==> src/rtl/uart_rx_cfg.sv <==
// Configurable UART receiver: oversampled 3-sample majority voting, optional parity,
// one or two stop bits, and a ready/valid output register with error flags.
module uart_rx_cfg #(
  parameter int unsigned CLK_FREQ   = 100_000_000,
  parameter int unsigned BAUD       = 9600,
  parameter int unsigned OVERSAMPLE = 16,
  parameter int unsigned DATA_BITS  = 8,
  parameter int unsigned PARITY     = 0,
  parameter int unsigned STOP_BITS  = 1
) (
  input  logic                 clk,
  input  logic                 rst,
  input  logic                 rx,
  input  logic                 rx_ready,
  output logic [DATA_BITS-1:0] rx_data,
  output logic                 rx_valid,
  output logic                 parity_err,
  output logic                 frame_err,
  output logic                 break_det,
  output logic                 overrun
);

  localparam int unsigned TICK_DIV_RAW = CLK_FREQ / (BAUD * OVERSAMPLE);
  localparam int unsigned TICK_DIV     = (TICK_DIV_RAW < 1) ? 1 : TICK_DIV_RAW;
  localparam int unsigned TW           = (TICK_DIV > 1) ? $clog2(TICK_DIV) : 1;
  localparam int unsigned SW           = $clog2(OVERSAMPLE);
  localparam int unsigned BW           = $clog2(DATA_BITS);

  localparam logic [TW-1:0] T_LAST = TW'(TICK_DIV - 1);
  localparam logic [SW-1:0] S_V0   = SW'(OVERSAMPLE / 2 - 1);
  localparam logic [SW-1:0] S_V1   = SW'(OVERSAMPLE / 2);
  localparam logic [SW-1:0] S_V2   = SW'(OVERSAMPLE / 2 + 1);
  localparam logic [SW-1:0] S_END  = SW'(OVERSAMPLE - 1);
  localparam logic [BW-1:0] B_LAST = BW'(DATA_BITS - 1);
  localparam logic HAS_PAR  = (PARITY != 0);
  localparam logic ODD_PAR  = (PARITY == 1);
  localparam logic ONE_STOP = (STOP_BITS == 1);

  typedef enum logic [2:0] {S_IDLE, S_START, S_DATA, S_PARITY, S_STOP1, S_STOP2} state_t;

  state_t               state;
  logic [TW-1:0]        tcnt;
  logic [SW-1:0]        s;
  logic [BW-1:0]        b;
  logic                 rx_m, rx_s;
  logic                 v0, v1;
  logic [DATA_BITS-1:0] shreg;
  logic                 par_bit, perr_p, ferr_p, stop0, armed;
  logic                 tick_c, vote_c, complete_c, ferr_c, brk_c;

  // Oversampling tick: one cycle in every TICK_DIV
  assign tick_c = (tcnt == T_LAST);

  always_ff @(posedge clk) begin
    if (rst || tick_c) tcnt <= '0;
    else               tcnt <= tcnt + TW'(1);
  end

  always_ff @(posedge clk) begin
    if (rst) begin
      rx_m <= 1'b1;
      rx_s <= 1'b1;
    end else begin
      rx_m <= rx;
      rx_s <= rx_m;
    end
  end

  // Majority of the two stored samples and the live third one
  assign vote_c     = (v0 & v1) | (v0 & rx_s) | (v1 & rx_s);
  assign complete_c = tick_c && (s == S_V2) &&
                      ((state == S_STOP2) || ((state == S_STOP1) && ONE_STOP));
  assign ferr_c     = !vote_c || ((state == S_STOP2) && ferr_p);
  assign brk_c      = !vote_c && ((state == S_STOP1) || stop0) && (shreg == '0) &&
                      (!HAS_PAR || !par_bit);

  always_ff @(posedge clk) begin
    if (rst) begin
      state   <= S_IDLE;
      s       <= '0;
      b       <= '0;
      v0      <= 1'b0;
      v1      <= 1'b0;
      shreg   <= '0;
      par_bit <= 1'b0;
      perr_p  <= 1'b0;
      ferr_p  <= 1'b0;
      stop0   <= 1'b0;
      armed   <= 1'b1;
    end else if (tick_c) begin
      if (state == S_IDLE) begin
        if (!rx_s && armed) begin
          state <= S_START;
          s     <= '0;
        end else if (rx_s) begin
          armed <= 1'b1;
        end
      end else begin
        if (s == S_V0) v0 <= rx_s;
        if (s == S_V1) v1 <= rx_s;
        s <= (s == S_END) ? '0 : s + SW'(1);
        case (state)
          S_START: begin
            if ((s == S_V2) && vote_c) begin
              state <= S_IDLE;
              s     <= '0;
            end else if (s == S_END) begin
              state  <= S_DATA;
              b      <= '0;
              perr_p <= 1'b0;
              ferr_p <= 1'b0;
            end
          end
          S_DATA: begin
            if (s == S_V2) shreg[b] <= vote_c;
            if (s == S_END) begin
              if (b == B_LAST) begin
                b     <= '0;
                state <= HAS_PAR ? S_PARITY : S_STOP1;
              end else begin
                b <= b + BW'(1);
              end
            end
          end
          S_PARITY: begin
            if (s == S_V2) begin
              par_bit <= vote_c;
              perr_p  <= ((^shreg) ^ vote_c) != ODD_PAR;
            end
            if (s == S_END) state <= S_STOP1;
          end
          S_STOP1: begin
            if (s == S_V2) begin
              ferr_p <= !vote_c;
              stop0  <= !vote_c;
            end
            if (!ONE_STOP && (s == S_END)) state <= S_STOP2;
          end
          default: ;
        endcase
        // Frame ends at the last stop vote so a back-to-back start is not missed
        if (complete_c) begin
          state <= S_IDLE;
          s     <= '0;
          if (brk_c) armed <= 1'b0;
        end
      end
    end
  end

  always_ff @(posedge clk) begin
    if (rst) begin
      rx_data    <= '0;
      rx_valid   <= 1'b0;
      parity_err <= 1'b0;
      frame_err  <= 1'b0;
      break_det  <= 1'b0;
      overrun    <= 1'b0;
    end else begin
      overrun <= 1'b0;
      if (complete_c) begin
        if (!rx_valid || rx_ready) begin
          rx_data    <= shreg;
          rx_valid   <= 1'b1;
          parity_err <= HAS_PAR && perr_p;
          frame_err  <= ferr_c;
          break_det  <= brk_c;
        end else begin
          overrun <= 1'b1;
        end
      end else if (rx_valid && rx_ready) begin
        rx_valid <= 1'b0;
      end
    end
  end

endmodule
==> config.mk <==
export PLATFORM = sky130hd
export DESIGN_NAME = uart_rx_cfg
export DESIGN_NICKNAME = d
export VERILOG_FILES = /design/src/rtl/uart_rx_cfg.sv
export SDC_FILE = /design/constraint.sdc
export NUM_CORES = 1
export LEC_CHECK = 0
export CELL_PAD_IN_SITES_DETAIL_PLACEMENT = 0
export CELL_PAD_IN_SITES_GLOBAL_PLACEMENT = 2
export CORE_ASPECT_RATIO = 2
export CORE_UTILIZATION = 36
export DETAILED_ROUTE_END_ITERATION = 7
export PLACE_DENSITY = 0.85
export SLEW_MARGIN = 20
export SYNTH_ARGS = -nofsm -noshare
export SYNTH_HDL_FRONTEND = slang
export SYNTH_SLANG_ARGS = --single-unit
==> constraint.sdc <==
create_clock -name clk -period 2.6 [get_ports clk]
set_input_delay 0.52 -clock clk [delete_from_list [all_inputs] [get_ports clk]]
set_output_delay 0.52 -clock clk [all_outputs]
set_load 0.005 [all_outputs]
Word-level counts from Yosys, hierarchy flattened
Cells that the tools add are included.
{"block": "classes", "mux": 36, "magnitude_cmp": 2, "bitwise_logic": 7, "n_eq_ne": 23, "addsub": 3, "reduce_logical": 37}
{"cell": "two-way mux 3 bit", "count": 12}
{"cell": "two-way mux 4 bit", "count": 6}
{"cell": "two-way mux 1 bit", "count": 13}
{"cell": "== test 4 bit (second input constant)", "count": 3}
{"cell": "!= test 2 bit (second input constant)", "count": 6}
{"cell": "!= test 4 bit (second input constant)", "count": 3}
{"cell": "AND reduction 6 bit", "count": 2}
{"cell": "adder 10 x 1 -> 10 bit (second input constant)", "count": 1}
{"cell": "== test 10 bit (second input constant)", "count": 1}
{"cell": "nonzero test 2 bit", "count": 5}
{"cell": "== test 3 bit (second input constant)", "count": 3}
{"cell": "logical AND 1 bit", "count": 9}
{"cell": "case mux 3 bit (3 select lines)", "count": 1}
{"cell": "bitwise mux 8 bit", "count": 1}
{"cell": "logical NOT 8 bit", "count": 1}
{"cell": "AND reduction 4 bit", "count": 2}
{"cell": "AND reduction 7 bit", "count": 1}
{"cell": "== test 3 x 2 -> 1 bit (second input constant)", "count": 2}
{"cell": "case mux 3 bit (2 select lines)", "count": 1}
{"cell": "AND reduction 2 bit", "count": 3}
{"cell": "AND reduction 3 bit", "count": 2}
{"cell": "logical OR 1 bit", "count": 5}
{"cell": "!= test 5 bit (second input constant)", "count": 1}
{"cell": "AND reduction 5 bit", "count": 1}
{"cell": "16 further kinds", "count": 23}
{"block": "totals", "in_bits": 4, "ff_bits": 47, "output_inout_bits": 13, "wordCells": 125}

Longest topological paths before layout
Gate-level depths: netlist of the first run.
{"block": "logic_depth", "word_depth": 9, "mapped_depth": 8, "depth_no_buf": 6}

Least setup slack after synthesis of the first run
Ideal clock, no wire load.
{"block": "synth_timing", "path_kind": "reg2reg", "from": "reg s[0]", "to": "reg break_det", "arrival_ns": 1.759, "slack_ns": 0.771, "path_buffers": 0, "setup_ns": 0.070, "stages_incl_launch_ff": 6, "t_required_ns": 2.530, "period_less_slack_ns": 1.829, "path_cell_list": "dfxtp_1 ha_1 and4bb_2 nand4_1 or4_1 a21oi_1"}
{"block": "synth_via", "elab_chain_cells": 4}
{"element": "from (decl)", "line_no": "43", "source": "logic [SW-1:0] s;"}
{"element": "from (signal assigned)", "line_no": "101", "source": "s <= (s == S_END) ? '0 : s + SW'(1);"}
{"element": "== test 4 bit", "line_no": "71", "source": "assign complete_c = tick_c && (s == S_V2) &&"}
{"element": "logical AND 1 bit (2 in series)", "line_no": "71"}
{"element": "AND reduction 2 bit (no line)"}
{"element": "to (signal assigned)", "line_no": "167", "source": "break_det <= brk_c;"}
{"element": "to (decl)", "line_no": "19", "source": "output logic break_det,"}
Every way passes these cells.
A chain may end at the register's enable or synchronous reset.

Worst setup path after layout of the first run
{"block": "layout_timing", "from": "reg state[0]", "to": "reg break_det"}
{"block": "layout_via", "elab_chain_cells": 4, "elab_cells_between_ends": 8, "classes_between": "eq/ne: 2; reduce/logical: 6"}
{"element": "from (decl)", "line_no": "41", "source": "state_t state;"}
{"element": "from (signal assigned)", "line_no": "119", "source": "state <= HAS_PAR ? S_PARITY : S_STOP1;"}
{"element": "== test 3 bit (on tied branches)", "line_no": "72, 74"}
{"element": "logical OR 1 bit (on tied branches)", "line_no": "72, 74"}
{"element": "logical AND 1 bit (on tied branches)", "line_no": "71, 74"}
{"element": "AND reduction 2 bit (no line) or logical AND 1 bit (tied branches)"}
Parallel ways exist; a longest one is shown, timed or not.

==> results of run 1 <==
worst max-delay path, cell delays in order (launching register included):
cell and delay, ps:
dfxtp_1 430, or3b_1 460, a211o_1 340, or4_1 530, a21oi_1 150
how the worst max path moves through the flow:
stage	start	to	slack (ps)	cells after the start
after global placement	state[0]	break_det	640	4
after CTS	state[0]	break_det	620	4
after floorplan	s[0]	break_det	770	5
after global routing	state[1]	break_det	550	4
after detailed placement	state[0]	break_det	640	4
final	state[0]	break_det	630	4
state kept, by name (all words and copies together) (netlist names):
name and count:
rx_valid 1, break_det 1, frame_err 1, shreg 8, s 4, armed 1, ferr_p 1, overrun 1
v1 1, stop0 1, rx_m 1, state 3, rx_data 8, rx_s 1, v0 1, b 3
tcnt 10
Yosys cell counts, drive strengths merged (2+ instances only):
master  count
nand3b      3
inv         8
a31o        2
nand4b      6
o21ai      10
nand3      15
nand2      12
nand4      14
and4bb      2
a21oi      21
a31oi       4
xor2        2
o41ai       2
mux2i      12
ha          7
or2         2
dfxtp      47
nor2       21
nor2b       5
and3b       3
or4         3
clkbuf     16
xnor2       6
buf         3
and3        3
o31ai       3
nor3        7
nand2b     17
power groups by stage:
stage	clock network (uW)	logic, uW	registers [uW]
floorplan	0	40.9	748
global placement	0	51.7	753
detailed placement	0	51.6	753
CTS	843	51.7	737
global route	870	57.8	738
finish	825	50.9	737
per-stage QoR:
stage	power [uW]	area [sq um]
final	1610	2800
after global routing	1670	2800
after global placement	804	2610
after CTS	1630	2800
after detailed placement	805	2610
after floorplan	789	2390
layout make-up:
| type | count | share of cell area |
|---|---|---|
| Multi-Input combinational cell | 201 | 0.477 |
| Clock buffer | 6 | 0.0460 |
| Inverter | 8 | 0.0107 |
| Tap cell | 86 | 0.0384 |
| Clock inverter | 2 | 0.0215 |
| Timing Repair Buffer | 21 | 0.0697 |
| Sequential cell | 47 | 0.336 |
per-layer routing:
metal / share of wire / up-vias / track usage
met3: 0.024 / 16 / 0.0374
met4: 0.049 / 0 / 0.119
li1: - / 1012 / -
met5: 0 / - / 0
met2: 0.58 / 34 / 0.384
met1: 0.35 / 974 / 0.183
kinds of logic after synthesis:
| group | share of synthesized area |
|---|---|
| AO/OA/AOI/OAI | 0.139 |
| XOR/XNOR | 0.0293 |
| adder cells (fa/ha/maj) | 0.0408 |
| buffers and inverters | 0.0471 |
| flip-flops | 0.394 |
| multiplexers | 0.0503 |
| other | 0.00157 |
| AND/OR/NAND/NOR | 0.298 |
==> summary.md, run 1 <==
The worst register-to-register path has a depth of 4. The layout has 686 filler cells. The tools report the overflow left after global routing as 0. The iteration count of the initial detailed-routing pass came out at 4. The via density per instance is 5.49. The total number of H-tree levels came out at 2. Total count of max-transition violations in the final report: 0. The clock passes through at most 2 buffers. The number of rows created at floorplan was 41; the total via count in the routed design was 2036. The detail route stage leaves a number of antenna-violating nets equal to 0. The utilization after layout is 0.440. The clock latency reported for the late side of the worst-skew pair was 290 ps. The number of placed I/O pins is 17. The wire length per cell after detailed routing is 16.3 um, and the global placer's final weighted congestion is 0.803. Setup violations remaining at the end of the flow were counted as 0.

The number of gates resized after CTS was 0; the total clock buffers created by CTS was 5. In the final design database the tool counted 295 nets. By startpoint and endpoint, the worst setup path is classified as reg -> reg. The startpoint identified for the worst register-to-register timing path is state[0].

Data arrives at the worst endpoint at 2200 ps. For the worst reg-to-reg setup slack, the log shows 630 ps. After the flow finishes, the layout carries non-filler instances totaling 371.

The count of max-cap constraint violations was 0; the detailed-route DRC error count was 0. Including well taps, the total number of placed cells is 363. Adding up every negative setup slack in the final design gives 0 ps.

The run gives 0.584 as the normalized max-slew margin. The slack of the critical path came out at 630 ps. The tools report the placed wire-length estimate after detailed placement as 4480 um. The combined area of all synthesized cells came out at 2390 sq um.

The tools report the synthesized net count as 286. Startpoint of the most critical hold path: rx_m. The number of global-route vias before repair was 2060. A synthesized cell averages 8.69 sq um. The type of element capturing the critical path is a flip-flop. Setup repair after global routing left no endpoint under its margin. The worst min-delay path class is reg -> reg. Prior to clock tree synthesis, the placed netlist has a worst setup slack of 642 ps. The pin slew with the least headroom to its limit was 619 ps; the final hold slack was 421 ps. The number of instances on the worst hold path was 1; the global-route wire length before repair was 10100 um. The share of flip-flops with an asynchronous set or reset is 0, and the switching fraction of total power is 0.195. The total routed wirelength is 6030 um.

The repair_antennas step left the layout with diodes totalling 0. The combinational share of power is 0.032. Critical path startpoint category: a flip-flop. The largest fanout of any net on the critical path works out to 11.

The worst path needs 1970 ps of the cycle, external delays included. At the worst endpoint, the required time is 2830 ps. The number of setup buffers added after CTS is 0. The synthesized netlist cell count was 275.

The worst register-to-register path ends at break_det. The sequential cells in the finished layout cover a total of 941 sq um. Flip-flop cell with the highest count after synthesis: dfxtp_1. The run gives 78 as the violation count after the first detailed-route iteration. In the final layout, the multi-input gates occupy 1340 sq um. The share of the synthesized area in the top cell type is 0.394. The tools report the switching power as 314 uW. Count of different cell masters after synthesis: 49. Most common cell after layout, fill and taps aside: dfxtp_1. Overall die area: 6990 sq um.

The cell accounting for the most synthesized area was dfxtp_1. Summed over all cells, the static leakage comes to 0.000985 uW. The count of buffers added on input and output ports is 15.

Counting flops and latches in the post-synthesis netlist gives 47. The tools report the relative contribution of sequential cells to total power as 0.457. The sequential share of the synthesized area was 0.394.

The endpoint of the worst hold-timing path is rx_s. Hold repair after CTS inserted 0 buffers. The upper clock frequency limit was 0.508 GHz; the chip width was 59.6 um. The number of flops mapped to enable cells by yosys was 0; the number of antenna violations at the first check in global routing was 0. Relative to the synthesized area, the layout overhead comes to 17.1%.

Yosys attributes the largest share of cell area to dfxtp_1, mux2i_1, nand2b_1. Between clock sinks in the finished design, the worst skew comes to 7.57 ps. Leaving out fill and tap cells, the most frequent cells in the layout are dfxtp_1, nor2_1, a21oi_1, nand2b_1. TritonCTS built the clock tree. The internal power of the cells totals 1300 uW.

The final number of hold-violating endpoints was 0; the die span in y was 117 um. The proportion of layout cells with a drive suffix above 1 is 0.0702. The number of clock sinks seen by CTS was 47. Entering global routing, the biggest net connects 24 pins. After clock tree synthesis, the clock-pin slew on the worst setup and hold paths is 70 ps. The flow ran to the end, and the final reports show no timing, DRC or antenna violations. VDD sags by at most 0.433 mV.

The initial core utilization was 0.376. The ratio of final minimum period to clock period is 0.758, and the clock share of power is 0.512. CTS placed an instance of clkbuf_16 at the clock tree root. The core region is 6360 sq um. Power spread over the standard cell area amounts to 576 nW/um^2. For the overall fraction of global-route tracks in use, the log shows 0.199. For the count of warnings emitted by yosys, the log shows 0.
(Power assumes the default switching activity.)
==> run 2: changes to the inputs <==
Settings changed: CORE_UTILIZATION 36 to 32, PLACE_DENSITY 0.85 to 0.8.
Clock period 2.6 ns to 1.74 ns, I/O delays scaled along.
==> run 2 against run 1 <==
Compared with the run above:
- the flow now finishes with violations (setup timing)
- fmax increased by 9.1%
- die area increased by 12%
- sequential power increased by 48%
- cell count increased by 15%
- first-iteration DRC count increased by 49%
- combinational power increased to 2.6 times the previous value
- critical endpoint unchanged
==> summary.md, run 2 (synthesized netlist as in run 1, its figures left out) <==
The post-placement setup slack is -59.6 ps. The worst min-delay path class is reg -> reg. The largest registers in the layout are tcnt (10), rx_data (8), shreg (8). The flow ran to the end, but the final reports show violations. The overall fraction of global-route tracks in use is 0.185, and the ratio of final minimum period to clock period is 1.04.

Counting along the longest clock path gives a buffer depth of 2. In this run the worst path has a maximum fanout of 2. Among cell families on the critical path, the largest total delay comes from simple AND/OR/NAND/NOR gates.

For this run, the top clock speed supported by timing is 0.554 GHz. The congestion estimate from routability-driven global placement came to 0.875. The post-synthesis to final-layout area growth works out to 37.5%. For the worst setup path, the data required time is 1970 ps. The total via count in the routed design came out at 2230.

The largest single stage delay on the critical path is 520 ps. The critical path contains buffers and inverters numbering 0 combined. The die covers 7840 sq um. Area of the multi-input gates: 1390 sq um. Leaving out fill and tap cells, the most frequent cells in the layout are buf_4, dfxtp_1, nor2_1, a21oi_1, nand2b_1. Final hold analysis gives a worst-case slack of 415 ps. For this run, design rule violations remaining after detail routing come to 0.

The number of global-route vias before repair came out at 2212. The die is 124 um tall. The root cell of the clock tree was clkbuf_16.

The global-route wire length before repair came out at 10800 um. Counting the buffers created by CTS gives 5. The proportion of layout cells with a drive suffix above 1 was 0.257; the initial core utilization was 0.329. The analysis attributes to cell leakage a power of 0.00125 uW. Most common cell after layout, fill and taps aside: buf_4. For the combinational share of power, the log shows 0.053. The core region is 7270 sq um. The layer flagged by global routing as most heavily used is met2. The slack of the critical path came out at -66.2 ps. The largest individual stage delay along the critical path comes from the cell or4_4. For this design the ratio of total power to cell area is 750 nW/um^2.

Setup repair after global routing could not meet its margin everywhere. For this run, the post-layout net count is 344. The final reports fail on setup timing. The number of placed I/O pins came out at 17. The register with the most flip-flops in the layout has 10 of them.

The overflow left after global routing is 0, and the violation count after the first detailed-route iteration is 116. Register ranked first by flip-flop count: tcnt. The run gives 1 as the final setup violation count. For the number of antenna violations at the first check in global routing, the log shows 0. The largest net degree at the start of global routing was 30; the worst supply voltage drop on vdd was 0.448 mV. The clock share of power was 0.503; the post-layout minimum cycle time was 1810 ps. The tools report the met1 track utilization from global routing as 0.158. The clock reaches the later pin of the worst-skew pair after 290 ps. STA classifies the critical path endpoint as a flip-flop.

Using the TritonRoute via totals, the vias-per-cell ratio works out to 5.23. Registers take 945 sq um. For the count of max-cap constraint violations, the log shows 0. For the worst setup path, the data arrival time is 2040 ps. The internal power of the cells is 1980 uW, and the chip width is 63.1 um. The run gives 0.367 as the met2 layer usage reported by global route.

The final number of hold-violating endpoints was 0. The switching power came out at 486 uW. Buffers inserted to repair hold after CTS numbered 0.

After detailed placement, the total cell area comes to 3030 sq um. TritonCTS built the clock tree. After floorplanning, the core was divided into 44 placement rows. For the post-route non-filler standard cell count, the log shows 426. The final layout contains routed wiring with a total length of 6670 um.

The aggregate negative setup slack is -66.2 ps. The critical path start-end classification is reg -> reg. CTS built an H-tree with a depth of 2. The number of clock sinks seen by CTS was 47; the final non-filler cell area was 3290 sq um. The switching fraction of total power was 0.197.

The signal on the critical path passes through or4_4, a211o_1, or4_1, a21oi_1. Clock-pin slew was measured on the worst setup and hold paths at 60 ps. The logs give 0 for the count of nets left with antenna violations after detail routing and 0 for the total count of max-transition violations in the final report. In the final routed layout, each cell accounts on average for 15.7 um. For the worst clock skew on the final layout, the log shows 4.92 ps.

The tools report the met3 capacity usage during global routing as 0.0349. The tools report the antenna diode count as 0. Port buffering added 15 buffers.

The first detailed-routing pass ran for 6 iterations. The worst setup path is launched from a flip-flop. Once detailed placement completed, the half-perimeter wirelength came to 5210 um. The logs give 735 for the fill cell total of the finished layout and 416 for the total instance count after detailed placement. Relative contribution of sequential cells to total power: 0.443.
run 2: cell count changes in the layout (fill, tap and decap cells not counted), sizes merged:
| cell | before | now |
|---|---|---|
| buf | 6 | 55 |
run 2: routing by layer:
layer,routed length [um],share of wire
met1,2190,0.33
met2,4010,0.60
met4,303,0.045
met5,0,0
met3,161,0.024
run 2: layout make-up:
class,count,share of cell area
sequential,47,0.288
clock inverter,2,0.0183
inverter,8,0.00914
clock buffer,6,0.0392
multi-input combinational,201,0.422
timing repair buffer,70,0.189
tap,92,0.0350
run 2: timing repair:
item | CTS | global route
endpoints found under the setup margin | 4 | 11
pin swaps | 2 | 4
buffers inserted | 1 | 1
resized for setup | 0 | 17
run 2: power by group through the flow:
stage	clock network [uW]	registers, uW	logic, uW
2_1_floorplan	0	1120	61.3
3_3_place_gp	0	1120	129
3_5_place_dp	0	1120	130
4_1_cts	1270	1090	131
5_1_grt	1320	1090	144
6_report	1240	1090	132
run 2: worst register-to-register path, cell delays in order, from the launching register on:
cell     delay [ps]
dfxtp_1         310
or4_4           520
a211o_1         290
or4_1           500
a21oi_1         120
run 2: path summary, 6_finish.rpt:
check	slack (ps)	to	cells past startpoint	from
min	420	rx_s	1	rx_m
max reg2reg	-70	break_det	4	shreg[2]
max	-70	break_det	4	shreg[2]
min reg2reg	420	rx_s	1	rx_m
run 2: metrics by stage:
step,power [uW],utilization
6_report,2460,0.452
3_3_place_gp,1240,0.416
2_1_floorplan,1180,-
4_1_cts,2490,0.444
5_1_grt,2560,0.452
3_5_place_dp,1250,0.416
